## src/rtl/dvp_pattern_tx.sv

```systemverilog
// DVP camera-side transmitter driven by an internal test-pattern generator.
// Optional DVP_TX_SCROLL_EN: horizontal scroll by one pixel per frame.
module dvp_pattern_tx #(
  parameter int H_ACTIVE  = 640,
  parameter int H_BLANK   = 144,
  parameter int V_ACTIVE  = 480,
  parameter int VS_LINES  = 3,
  parameter int VBP_LINES = 17,
  parameter int VFP_LINES = 10
) (
  input  logic        clk,
  input  logic        rst_n,
  input  logic        enable,
  input  logic [1:0]  pattern_sel,
  input  logic [15:0] solid_rgb,
  output logic        pclk,
  output logic        vsync,
  output logic        href,
  output logic [7:0]  data,
  output logic        frame_start,
  output logic        busy,
  output logic [15:0] frame_cnt
);

  localparam int SLOTS = 2 * (H_ACTIVE + H_BLANK);
  localparam int SW    = $clog2(SLOTS);
  localparam int LSUM  = V_ACTIVE + VS_LINES + VBP_LINES + VFP_LINES;
  localparam int LW    = ($clog2(LSUM) > 4) ? $clog2(LSUM) : 4;
  localparam int XW    = ($clog2(H_ACTIVE) > 8) ? $clog2(H_ACTIVE) : 8;

  localparam logic [SW-1:0] SLOT_LAST = SW'(SLOTS - 1);
  localparam logic [SW-1:0] HREF_END  = SW'(2 * H_ACTIVE);
  localparam logic [XW-1:0] BAR_W     = XW'(H_ACTIVE / 8);

  typedef enum logic [2:0] {
    IDLE, VSYNC, VBP, ACTIVE, VFP
  } state_t;

  state_t      state, n_state;
  logic        ph;
  logic [SW-1:0] slot, n_slot;
  logic [LW-1:0] line, n_line, lim;
  logic        start, done;
  logic [1:0]  pat_q;
  logic [15:0] solid_q;
  logic [XW-1:0] x_raw, x_eff;
  logic [2:0]  bar;
  logic [7:0]  g;
  logic [15:0] pix;
  logic        n_href;
  logic [7:0]  n_byte;

  assign pclk = ph;

  always_comb begin
    unique case (state)
      VSYNC:   lim = LW'(VS_LINES - 1);
      VBP:     lim = LW'(VBP_LINES - 1);
      ACTIVE:  lim = LW'(V_ACTIVE - 1);
      default: lim = LW'(VFP_LINES - 1);
    endcase
  end

  always_comb begin
    n_state = state;
    n_slot  = slot;
    n_line  = line;
    start   = 1'b0;
    done    = 1'b0;
    if (state == IDLE) begin
      if (enable) begin
        n_state = VSYNC;
        n_slot  = '0;
        n_line  = '0;
        start   = 1'b1;
      end
    end else if (slot != SLOT_LAST) begin
      n_slot = slot + 1'b1;
    end else begin
      n_slot = '0;
      n_line = line + 1'b1;
      if (line == lim) begin
        n_line = '0;
        case (state)
          VSYNC:  n_state = VBP;
          VBP:    n_state = ACTIVE;
          ACTIVE: n_state = VFP;
          default: begin
            done = 1'b1;
            if (enable) begin
              n_state = VSYNC;
              start   = 1'b1;
            end else begin
              n_state = IDLE;
            end
          end
        endcase
      end
    end
  end

  assign x_raw = XW'(n_slot[SW-1:1]);

`ifdef DVP_TX_SCROLL_EN
  localparam logic [XW:0]   HA_W  = (XW+1)'(H_ACTIVE);
  localparam logic [XW-1:0] HA_M1 = XW'(H_ACTIVE - 1);
  logic [XW-1:0] offset, off_q;
  logic [XW:0]   x_sum;

  assign x_sum = {1'b0, x_raw} + {1'b0, off_q};
  assign x_eff = (x_sum >= HA_W) ? XW'(x_sum - HA_W) : XW'(x_sum);

  // off_q holds this frame's shift; offset is already the next frame's
  always_ff @(posedge clk or negedge rst_n) begin
    if (!rst_n) begin
      offset <= '0;
      off_q  <= '0;
    end else if (ph && start) begin
      off_q  <= offset;
      offset <= (offset == HA_M1) ? '0 : offset + 1'b1;
    end
  end
`else
  assign x_eff = x_raw;
`endif

  assign bar = 3'(x_eff / BAR_W);
  assign g   = x_eff[7:0];

  always_comb begin
    unique case (bar)
      3'd0:    pix = 16'hFFFF;
      3'd1:    pix = 16'hFFE0;
      3'd2:    pix = 16'h07FF;
      3'd3:    pix = 16'h07E0;
      3'd4:    pix = 16'hF81F;
      3'd5:    pix = 16'hF800;
      3'd6:    pix = 16'h001F;
      default: pix = 16'h0000;
    endcase
    unique case (pat_q)
      2'd0:    ;
      2'd1:    pix = {g[7:3], g[7:2], g[7:3]};
      2'd2:    pix = (x_eff[3] ^ n_line[3]) ? 16'hFFFF : 16'h0000;
      default: pix = solid_q;
    endcase
  end

  assign n_href = (n_state == ACTIVE) && (n_slot < HREF_END);
  assign n_byte = n_slot[0] ? pix[7:0] : pix[15:8];

  always_ff @(posedge clk or negedge rst_n) begin
    if (!rst_n) begin
      ph          <= 1'b0;
      state       <= IDLE;
      slot        <= '0;
      line        <= '0;
      vsync       <= 1'b0;
      href        <= 1'b0;
      data        <= '0;
      frame_start <= 1'b0;
      busy        <= 1'b0;
      frame_cnt   <= '0;
      pat_q       <= '0;
      solid_q     <= '0;
    end else begin
      ph          <= ~ph;
      frame_start <= 1'b0;
      if (ph) begin
        state <= n_state;
        slot  <= n_slot;
        line  <= n_line;
        vsync <= (n_state == VSYNC);
        href  <= n_href;
        data  <= n_href ? n_byte : 8'h00;
        if (start) begin
          frame_start <= 1'b1;
          busy        <= 1'b1;
          pat_q       <= pattern_sel;
          solid_q     <= solid_rgb;
        end else if (n_state == IDLE) begin
          busy <= 1'b0;
        end
        if (done) frame_cnt <= frame_cnt + 1'b1;
      end
    end
  end

endmodule
```

## config.mk

```make
export PLATFORM = sky130hd
export DESIGN_NAME = dvp_pattern_tx
export DESIGN_NICKNAME = d
export VERILOG_FILES = /design/src/rtl/dvp_pattern_tx.sv
export SDC_FILE = /design/constraint.sdc
export NUM_CORES = 1
export LEC_CHECK = 0
export ABC_CLOCK_PERIOD_IN_PS = 2600
export CAP_MARGIN = 40
export CORE_UTILIZATION = 35
export CTS_CLUSTER_DIAMETER = 200
export DETAILED_ROUTE_END_ITERATION = 6
export PLACE_DENSITY_LB_ADDON = 0.12
export SYNTH_ARGS = -nofsm -noshare
export SYNTH_HDL_FRONTEND = slang
export SYNTH_SLANG_ARGS = --single-unit
export TNS_END_PERCENT = 5
```

## constraint.sdc

```tcl
create_clock -name clk -period 2.6 [get_ports clk]
set_input_delay 0.52 -clock clk [delete_from_list [all_inputs] [get_ports clk]]
set_output_delay 0.52 -clock clk [all_outputs]
set_load 0.02 [all_outputs]
```

-- Yosys cells after proc, flatten, opt, wreduce, memory -nomap -nowiden
Index checks and enable logic that the tools add are counted.
- register bits: 70
- bits of input ports: 21
- output and inout bits: 29
- logic and storage cells: 80
- add/sub/neg operators: 3
- divide/modulo/power cells: 1
- order comparisons: 1
- equal/unequal tests: 17
- multiplexer cells: 32
- bitwise gates (word level): 2
- reductions and logical operators: 11
- operators by type and width (operator ; count):
    case mux 16 bit (7 select lines) ; 1
    case mux 16 bit (3 select lines) ; 1
    two-way mux 9 bit ; 4
    two-way mux 11 bit ; 3
    case mux 9 bit (3 select lines) ; 1
    adder 16 x 1 -> 16 bit, second input constant ; 1
    two-way mux 16 bit ; 1
    two-way mux 8 bit ; 2
    == test 3 x 2 -> 1 bit, second input constant ; 5
    two-way mux 1 bit ; 14
    two-way mux 3 bit ; 4
    adder 11 x 1 -> 11 bit, second input constant ; 1
    less-than comparator 11 bit, second input constant ; 1
    inequality test 11 bit, second input constant ; 1
    divider 10 x 7 -> 10 bit, second input constant ; 1
    adder 9 x 1 -> 9 bit, second input constant ; 1
    == test 3 x 1 -> 1 bit, second input constant ; 3
    == test 3 bit, second input constant ; 3
    == test 9 bit ; 1
    logical NOT 3 bit ; 3
    case mux 3 bit (3 select lines) ; 1
    AND reduction 2 bit ; 3
    inequality test 2 bit, second input constant ; 2
    AND reduction 3 bit ; 1
    8 further kinds ; 8

-- Logic depth before layout (Yosys ltp)
Gate-level depths: netlist of run 1.
- depth in word-level cells: 11
- gate-level depth with buffers: 11
- mapped depth without buffers: 10

-- Least setup slack after synthesis of run 1
OpenSTA, ideal clock, no wires.
- path kind: reg2reg
- start: register slot[5]
- end: register data[1]
- setup time: 0.104 ns
- arrival time: 2.636 ns
- data required time: 2.496 ns
- path slack: -0.139 ns
- cell stages (with the launch flop): 12
- path buffers: 2
- period minus slack after synthesis: 2.739 ns
- path through: dfrtp_1 -> buf_6 -> or4b_4 -> or3_4 -> nand4_1 -> and2_4 -> buf_8 -> or2_4 -> a21oi_2 -> nor4_4 -> nor3_1 -> o41ai_2
- cells in the longest elaborated chain, start to end: 9
- elaborated cells on any way between the ends: 26
- classes of those cells: add/sub: 1; div: 1; order compare: 1; eq/ne: 8; mux: 12; bitwise: 1; reduce/logical: 2
- RTL lines (element ; RTL line ; text):
    start, declared ; 41 ; logic [SW-1:0] slot, n_slot;
    start signal, assigned ; 171 ; slot <= n_slot;
    adder 11 x 1 -> 11 bit / inequality test 11 bit (equally long branches) ; 78, 77 ;
    two-way mux 11 bit ; 77 ; end else if (slot != SLOT_LAST) begin
    two-way mux 11 bit ; 70 ; if (state == IDLE) begin
    divider 10 x 7 -> 10 bit ; 127 ; assign bar = 3'(x_eff / BAR_W);
    == test 3 bit (tied with other cells) ; 131 ; unique case (bar)
    case mux 16 bit (7 select lines) ; 131 ;
    case mux 16 bit (3 select lines) ; 141 ; unique case (pat_q)
    two-way mux 8 bit ; 150 ; assign n_byte = n_slot[0] ? pix[7:0] : pix[15:8];
    two-way mux 8 bit (*) ; 175 ; data <= n_href ? n_byte : 8'h00;
    end signal, assigned ; 175 ;
    end, declared ; 19 ; output logic [7:0] data,
Mark *: on every way between the ends. The rest lies on a longest branch, timed or not. The select of a mux whose other input is x is not followed.
A chain may end at the register's enable or synchronous reset.

-- Final worst setup path of run 1
- start: register slot[7]
- end: register data[4]
Same word-level chain as after synthesis.

==> results of run 1 <==
[path summary, 6_finish.rpt]
kind | from | endpoint | slack (ns)
min reg2reg | frame_cnt[15] | frame_cnt[15] | 0.47
min in group clk | frame_cnt[15] | frame_cnt[15] | 0.47
max | slot[7] | data[4] | -0.23
max reg2reg | slot[7] | data[4] | -0.23
max in group asynchronous | rst_n | data[1] | 1.80
min | rst_n | line[8] | 0.15
[critical path: stages (launching register included)]
cell and delay (ns):
dfrtp_1 0.39, or4b_4 0.58, or3_4 0.40, nor3_4 0.23, o21ai_2 0.12, xnor2_2 0.29
a221o_1 0.28, nor3_1 0.07, o41ai_1 0.34
[cell usage after synthesis, types with 10 or more instances]
master    instances
nand2_1          54
nor2_1           37
a21oi_1          20
nor3_1           11
dfrtp_1          70
nand2b_1         11
xor2_1           10
nand4_1          12
o21ai_0          25
mux2_2           21
nand3_1          15
clkbuf_1         11
inv_1            12
[stage by stage]
step | hold WS, ns | power [uW] | worst slack, ns | instance area, sq um | setup TNS (ns)
finish | 0.154 | 2420 | -0.231 | 5620 | -4.57
detailed placement | 0.463 | 1170 | -0.606 | 5220 | -7.81
CTS | 0.174 | 2460 | -0.280 | 5570 | -4.60
global placement | 0.455 | 1170 | -0.608 | 5220 | -7.72
floorplan | 0.224 | 1110 | -0.139 | 4070 | -2.10
global route | 0.199 | 2500 | -0.335 | 5620 | -8.98
[final cells by class]
| type | count | area (sq um) |
|---|---|---|
| clock buffer | 10 | 239 |
| clock inverter | 6 | 68.8 |
| fill | 1068 | 5750 |
| inverter | 12 | 45.0 |
| multi-input combinational | 332 | 2230 |
| sequential | 70 | 1750 |
| tap | 143 | 179 |
| timing repair buffer | 127 | 1100 |
[power by group through the flow]
stage          combinational [uW]  sequential (uW)  clock [uW]
5_1_grt                      63.9             1090        1340
6_report                     56.0             1090        1280
3_5_place_dp                 59.5             1110           0
3_3_place_gp                 58.5             1110           0
4_1_cts                      59.0             1090        1310
2_1_floorplan                1.22             1110           0
[sequential cells by signal, indices dropped and copies added, names as in the netlist, 2 cells and up]
signal / count
solid_q: 16
line: 9
slot: 11
data: 8
pat_q: 2
state: 3
frame_cnt: 16
[repair_timing]
action                     in CTS  in global routing
hold endpoints to repair        0                  0
pin swaps                       5                  8
resized for setup               6                  7
setup endpoints to repair      34                 38
cloned                          1                  1
buffers inserted                0                  2
[metal layers]
layer	track usage [%]	up-vias	part of all wire [%]
met2	28.3	97	44
li1	-	1821	-
met1	25.8	1814	47
met5	0	-	0
met3	3.44	24	4.9
met4	11.0	0	3.6
[kinds of logic after synthesis]
kind of cell,after synthesis,synth area share [%]
AO/OA/AOI/OAI,99,16.9
XOR/XNOR,19,4.27
adder cells (fa/ha/maj),4,1.17
buffers and inverters,34,3.93
flip-flops,70,43.0
multiplexers,23,6.30
AND/OR/NAND/NOR,185,24.4
==> out/metrics.cfg, run 1 <==
[outcome]
status = complete, but fails checks
violations = setup timing

[route]
initialDrtViolationCount = 237
wirelength_um = 10800
routed_via_density = 5.37
drt_pass1_iterations = 4
drc_errors = 0
ant_nets = 0
vias = 3756
wl_per_cell_um = 15.4

[yosys]
synthFlopType = dfrtp_1
ys_ff_latch = 70
yosys_warnings = 0
avgSynthCellArea_sq_um = 9.38
yosys.cell_types.count = 65
ys_seq_area_share_pct = 43.0
async_flop_share_pct = 100
yosys-top-cells-area = dfrtp_1 43%, mux2_2 5.8%, nand2_1 5.0%
syn_nets = 458
synthCells = 434
synth_area_leader_cell = dfrtp_1
yosysTopAreaCellShare_pct = 43.0
synth_edf_count = 0
synth.cell_area_sq_um = 4070

[pwr]
pwr-share-seq_pct = 44.9
peakVddDrop_uv = 267
power_leakage_uw = 0.00247
swShare_pct = 21.9
p_int_uw = 1890
p_comb_share_pct = 2.3
power.share.clock_pct = 52.8
power_density_nw_per_um2 = 432
p_sw_uw = 531

[floorplanning]
start_util_pct = 35.8
ioPinCount = 50
row_count = 39
dieHeight_um = 110
coreArea_sq_um = 11400
dieArea_sq_um = 12100
die_x_um = 110

[timing]
setup_viol = 32
period_share_pct = 109
final-max-slew-violation-count = 0
fin_crit_ns = 2.83
hold_violations = 0
max_freq_ghz = 0.353
skew_ns = 0.00826
worst_slack_ns = -0.231
rsz0062_at_grt = true
tightest_slew_ns = 0.518
slew_headroom_pct = 65.5

[clocking]
cts_inserted_buffers = 9
cts_tree = built
ctsHtreeMaxLevel = 3
root_buffer = clkbuf_16
insertion_delay_ns = 0.34
path_clk_slew_ns = 0.06
holdBufCountCts = 0
cts_buffer_depth = 2
cts.sinks = 70

[place]
gp_congestion = 0.879
place_inst = 680
numPortBuffers = 49
place_hpwl_um = 7940

[finish]
post-route-util_pct = 49.4
most-common-layout-cells = 77 x buf_4, 70 x dfrtp_1, 53 x nand2_1, 47 x clkdlybuf4s50_1, 35 x nor2_1
diodes = 0
fin_cells = 700
area_delta_synth_final_pct = 38.0
nNetsFinal = 576
layout-drive-gt1-share_pct = 27.1
final_common_cell = buf_4

[setup_path]
worst_r2r_path_depth = 8
cp_max_fo = 5
crit_path_start_kind = flip-flop
arrival_ns = 3.05
end_kind = flip-flop
cp.required_ns = 2.82
worstSetupPathType = flip-flop to flip-flop

[global_route]
grt_max_degree = 41
antenna_found_initial = 0
track_usage_pct = 19.0
overflow = 0
grt_pass1_wl_um = 17400
grt_pass1_vias = 3501

[flow_run]
drv_cap = 0

[hold_path]
hold_path_class = input port to async pin

(Power assumes the default switching activity.)
==> run 2, diff against run 1 <==
--- a/config.mk
+++ b/config.mk
@@ -10,7 +10,8 @@
 export CORE_UTILIZATION = 35
 export CTS_CLUSTER_DIAMETER = 200
 export DETAILED_ROUTE_END_ITERATION = 6
-export PLACE_DENSITY_LB_ADDON = 0.12
+export PLACE_DENSITY = 0.58
+export SKIP_LAST_GASP = 1
 export SYNTH_ARGS = -nofsm -noshare
 export SYNTH_HDL_FRONTEND = slang
 export SYNTH_SLANG_ARGS = --single-unit
==> out/metrics.cfg, run 2 (synthesis gave the netlist of run 1 again) <==
[floorplanning]
start_util_pct = 35.8  ; unchanged
dieHeight_um = 110  ; unchanged
coreArea_sq_um = 11400  ; unchanged
dieArea_sq_um = 12100  ; unchanged
ioPinCount = 50  ; unchanged
die_x_um = 110  ; unchanged
row_count = 39  ; unchanged

[setup_path]
r2r-end = data[0]
cp_max_fo = 6  ; +1
worst_r2r_path_depth = 13  ; +5
cpMostUsedCell = buf_4
cp.required_ns = 2.85  ; +0.03 ns
worstSetupPathType = flip-flop to flip-flop
max_stage_delay_ns = 0.58  ; about the same
r2r-start = slot[5]
crit_start = slot[5]
cp.buffers_inverters = 4  ; +4
slowest_stage = or4b_4
r2r_slack_ns = -0.36  ; -0.13 ns
arrival_ns = 3.20  ; +0.15 ns
crit_path_start_kind = flip-flop
path_cells = or4b_4, or3_4, nand2_4, a2bb2oi_4, buf_4, o21bai_1, a2bb2oi_1, nor4_4, buf_4, buf_4, buf_4, a21oi_1, o221ai_1
critPathTopFamily = simple AND/OR/NAND/NOR gates
end_kind = flip-flop

[timing]
slew_headroom_pct = 59.8  ; -5.7 points
tightest_slew_ns = 0.603  ; +0.0849 ns
rsz0062_at_grt = true
fin_crit_ns = 2.96  ; +0.125 ns
final-max-slew-violation-count = 0  ; unchanged
period_share_pct = 114  ; +4.8 points
max_freq_ghz = 0.338  ; -4.2%
skew_ns = 0.0101  ; +0.00188 ns
hold_violations = 0  ; unchanged
worst_slack_ns = -0.356  ; -0.125 ns
setup_viol = 34  ; +6.3%

[route]
drt_pass1_iterations = 4  ; unchanged
wl_per_cell_um = 15.6  ; +1.2%
vias = 3784  ; +0.75%
wirelength_um = 11000  ; +1.9%
ant_nets = 0  ; unchanged
initialDrtViolationCount = 285  ; +20%
drc_errors = 0  ; unchanged
routed_via_density = 5.37  ; about the same

[finish]
most-common-layout-cells = 82 x buf_4, 70 x dfrtp_1, 53 x nand2_1, 47 x clkdlybuf4s50_1, 36 x nor2_1
final_common_cell = buf_4
top_regs = frame_cnt (16), solid_q (16), slot (11)
layout-drive-gt1-share_pct = 28.8  ; +1.7 points
nNetsFinal = 581  ; +0.87%
fin_area_sq_um = 5700  ; +1.4%
area_delta_synth_final_pct = 40.0
diodes = 0  ; unchanged

[clocking]
path_clk_slew_ns = 0.06  ; about the same
root_buffer = clkbuf_16
cts_tree = built
cts_inserted_buffers = 9  ; unchanged
ctsHtreeMaxLevel = 3  ; unchanged
cts_buffer_depth = 2  ; unchanged
insertion_delay_ns = 0.34  ; about the same
cts.sinks = 70  ; unchanged

[global_route]
grt_use_met3_pct = 4.56  ; +1.1 points
track_usage_pct = 19.4  ; +0.34 points
met1_usage_pct = 25.2  ; -0.58 points
top_usage_layer = met2
use_met2_pct = 31.6  ; +3.3 points
grt_pass1_vias = 3680  ; +5.1%
antenna_found_initial = 0  ; unchanged
grt_pass1_wl_um = 17900  ; +3.1%
grt_max_degree = 48  ; +17%
overflow = 0  ; unchanged

[place]
numPortBuffers = 49  ; unchanged
place_hpwl_um = 7990  ; +0.61%
placed_area_sq_um = 5210  ; -0.19%
gp_congestion = 0.938  ; +6.7%

[pwr]
power_uw = 2430  ; +0.12%
power_density_nw_per_um2 = 426  ; -1.3%
power_leakage_uw = 0.00251  ; +1.6%
peakVddDrop_uv = 281  ; +5.6%

[outcome]
status = complete, but fails checks
violations = setup timing

[flow_run]
drv_cap = 0  ; unchanged

[hold_path]
hold_path_class = input port to async pin

## run 2: changes by cell type in the layout (fill, tap and decap cells not counted), sizes merged
cell     previous run  this run
and2                3         2
clkinv              2         3
buf                79        86
a2bb2oi             3         2
inv                14        13
## run 2: routing by layer
layer | part of all wire (%) | vias up | wire [um]
li1 | - | 1829 | -
met4 | 1.1 | 0 | 123
met5 | 0 | - | 0
met2 | 48 | 75 | 5310
met3 | 4.0 | 14 | 439
met1 | 46 | 1866 | 5100
## run 2: timing repair
action / in CTS / in global routing
gates resized for setup: 8 / 15
buffers inserted: 4 / 6
cloned: 0 / 0
pin swaps: 13 / 16
setup endpoints to repair: 36 / 42
hold buffers: 0 / 0
## run 2: per-stage QoR
stage / utilization [%] / instances / hold slack [ns] / setup WS, ns / TNS, ns
floorplan: - / 434 / 0.224 / -0.139 / -2.10
global placement: 45.9 / 679 / 0.458 / -0.593 / -7.55
detailed placement: 45.9 / 679 / 0.469 / -0.664 / -7.86
CTS: 49.1 / 699 / 0.201 / -0.282 / -6.03
global route: 50.1 / 705 / 0.222 / -0.513 / -12.33
finish: 50.1 / 705 / 0.178 / -0.356 / -5.36
## run 2: worst max-delay path by stage
| stage | end | depth (start not counted) | slack, ns |
|---|---|---|---|
| final | data[0] | 13 | -0.36 |
| after global routing | data[3] | 11 | -0.51 |
| after CTS | data[4] | 12 | -0.28 |
| after detailed placement | data[4] | 13 | -0.66 |
| after global placement | data[1] | 12 | -0.59 |
| after floorplan | data[1] | 11 | -0.14 |
## run 2: power breakdown
group	switching (uW)	internal (uW)
combinational	28.0	29.4
clock	507	774
sequential	0	1090
## run 2: layout make-up
type / instances / area, sq um
Fill cell: 1090 / 5670
Multi-Input combinational cell: 330 / 2260
Sequential cell: 70 / 1750
Timing Repair Buffer: 134 / 1150
Clock buffer: 10 / 239
Tap cell: 143 / 179
Clock inverter: 6 / 68.8
Inverter: 12 / 45.0
## run 2: worst reg2reg max path, stage by stage (launching register included)
cell       delay (ns)
dfrtp_1          0.37
or4b_4           0.58
or3_4            0.41
nand2_4          0.10
a2bb2oi_4        0.21
buf_4            0.15
o21bai_1         0.11
a2bb2oi_1        0.12
nor4_4           0.26
buf_4            0.18
buf_4            0.10
buf_4            0.10
a21oi_1          0.03
o221ai_1         0.17
==> run 3, diff against run 2 <==
==> constraint.sdc (replaced) <==
create_clock -name clk -period 2.6 [get_ports clk]
set_input_delay 0.52 -clock clk [delete_from_list [all_inputs] [get_ports clk]]
set_output_delay 0.52 -clock clk [all_outputs]
set_load 0.1 [all_outputs]
==> out/metrics.cfg, run 3 (synthesis gave the netlist of run 1 again) <==
[timing]
skew_ns = 0.00861  ; -0.00153 ns
max_freq_ghz = 0.339  ; +0.14%
final-max-slew-violation-count = 0  ; unchanged
hold_violations = 0  ; unchanged
period_share_pct = 114  ; -0.16 points
rsz0062_at_grt = true
worst_slack_ns = -0.352  ; +0.00410 ns
tightest_slew_ns = 0.620  ; +0.0171 ns
fin_crit_ns = 2.95  ; -0.00410 ns
slew_headroom_pct = 58.7  ; -1.1 points
setup_viol = 40  ; +18%

[global_route]
antenna_found_initial = 0  ; unchanged
overflow = 0  ; unchanged
grt_pass1_vias = 3623  ; -1.5%
grt_max_degree = 47  ; -2.1%
grt_pass1_wl_um = 18000  ; +0.39%
track_usage_pct = 19.5  ; +0.081 points

[setup_path]
max_stage_delay_ns = 0.58  ; about the same
r2r-start = slot[6]
crit_path_start_kind = flip-flop
cp-endpoint = data[3]
cp.buffers_inverters = 2  ; -2
crit_cells = 10  ; -3
worstSetupPathType = flip-flop to flip-flop
cp.required_ns = 2.82  ; -0.03 ns
r2r_slack_ns = -0.35  ; about the same
r2r-end = data[3]
slowest_stage = or4b_4
end_kind = flip-flop
critPathTopFamily = simple AND/OR/NAND/NOR gates
path_cells = or4b_4, or3_4, nand2_4, a2bb2oi_4, buf_4, a211oi_1, buf_4, nor4_4, a311oi_1, o41ai_1
worst_r2r_path_depth = 10  ; -3
arrival_ns = 3.17  ; -0.03 ns
cpMostUsedCell = buf_4
crit_start = slot[6]
cp_max_fo = 6  ; unchanged

[route]
wl_per_cell_um = 15.5  ; -0.39%
drc_errors = 0  ; unchanged
wirelength_um = 11000  ; about the same
drt_pass1_iterations = 6  ; +2
ant_nets = 0  ; unchanged
routed_via_density = 5.30  ; -1.2%
initialDrtViolationCount = 179  ; -37%
vias = 3753  ; -0.82%

[hold_path]
hold_path_class = input port to async pin

[clocking]
root_buffer = clkbuf_16
path_clk_slew_ns = 0.07  ; about the same
cts_inserted_buffers = 9  ; unchanged
cts.sinks = 70  ; unchanged
cts_buffer_depth = 2  ; unchanged
insertion_delay_ns = 0.34  ; about the same
cts_tree = built
ctsHtreeMaxLevel = 3  ; unchanged

[finish]
final_common_cell = buf_4
nNetsFinal = 584  ; +0.52%
area_delta_synth_final_pct = 39.3
fin_area_sq_um = 5670  ; -0.46%
layout-drive-gt1-share_pct = 34.0  ; +5.2 points
top_regs = frame_cnt (16), solid_q (16), slot (11)
diodes = 0  ; unchanged
most-common-layout-cells = 113 x buf_4, 70 x dfrtp_1, 53 x nand2_1, 36 x nor2_1, 24 x o21ai_0
final.fill_count = 1063  ; -2.5%

[floorplanning]
row_count = 39  ; unchanged
ioPinCount = 50  ; unchanged
dieArea_sq_um = 12100  ; unchanged
start_util_pct = 35.8  ; unchanged
coreArea_sq_um = 11400  ; unchanged
die_x_um = 110  ; unchanged
dieHeight_um = 110  ; unchanged

[place]
gp_congestion = 0.836  ; -11%
place_hpwl_um = 7870  ; -1.4%
placed_area_sq_um = 5170  ; -0.91%
numPortBuffers = 49  ; unchanged

[outcome]
status = complete, but fails checks
violations = setup timing

[pwr]
peakVddDrop_uv = 314  ; +11%
power_leakage_uw = 0.00260  ; +3.6%
power_uw = 2520  ; +4.0%
power_density_nw_per_um2 = 445  ; +4.5%

[flow_run]
drv_cap = 0  ; unchanged

## run 3: cell count changes in the layout (fill, tap and decap cells not counted), sizes merged
cell           delta
buf              +32
bufinv            +1
clkbuf            -1
clkdlybuf4s50    -29
clkinv            -2
inv               +2
## run 3: worst min path at each step
stage	start	endpoint	cells past startpoint
5_1_grt	rst_n	line[6]	1
3_3_place_gp	frame_cnt[15]	frame_cnt[15]	1
3_5_place_dp	frame_cnt[15]	frame_cnt[15]	1
6_report	rst_n	slot[2]	1
2_1_floorplan	rst_n	busy	0
4_1_cts	rst_n	slot[9]	1
## run 3: per-stage QoR
step	cells	setup WS (ns)	utilization (%)	hold WS (ns)	setup TNS, ns
final	708	-0.352	49.9	0.195	-8.55
after detailed placement	679	-0.793	45.4	0.458	-10.18
after global placement	679	-0.730	45.4	0.457	-9.40
after global routing	708	-0.460	49.9	0.244	-13.46
after CTS	697	-0.313	48.5	0.224	-6.69
after floorplan	434	-0.167	-	0.224	-2.61
## run 3: repair_timing
item / 4_1_cts / 5_1_grt
setup endpoints to repair: 39 / 43
hold buffers: 0 / 0
buffers inserted: 2 / 11
pin swaps: 1 / 18
gates resized for setup: 2 / 19
## run 3: power by group
part	switching [uW]	internal, uW	total, uW
logic	27.5	28.4	56.0
registers	0	1090	1090
clock network	524	855	1380
## run 3: layout make-up
class	instances	area, sq um	share of cell area (%)
timing repair buffer	137	1120	19.8
clock inverter	7	105	1.85
inverter	12	45.0	0.794
clock buffer	9	225	3.97
multi-input combinational	330	2240	39.5
sequential	70	1750	30.9
tap	143	179	3.16
## run 3: routing by layer
layer | routed length [um] | track usage (%) | vias up
met5 | 0 | 0 | -
li1 | - | - | 1830
met3 | 523 | 4.80 | 8
met1 | 5080 | 25.5 | 1823
met2 | 5270 | 31.5 | 92
met4 | 106 | 5.90 | 0
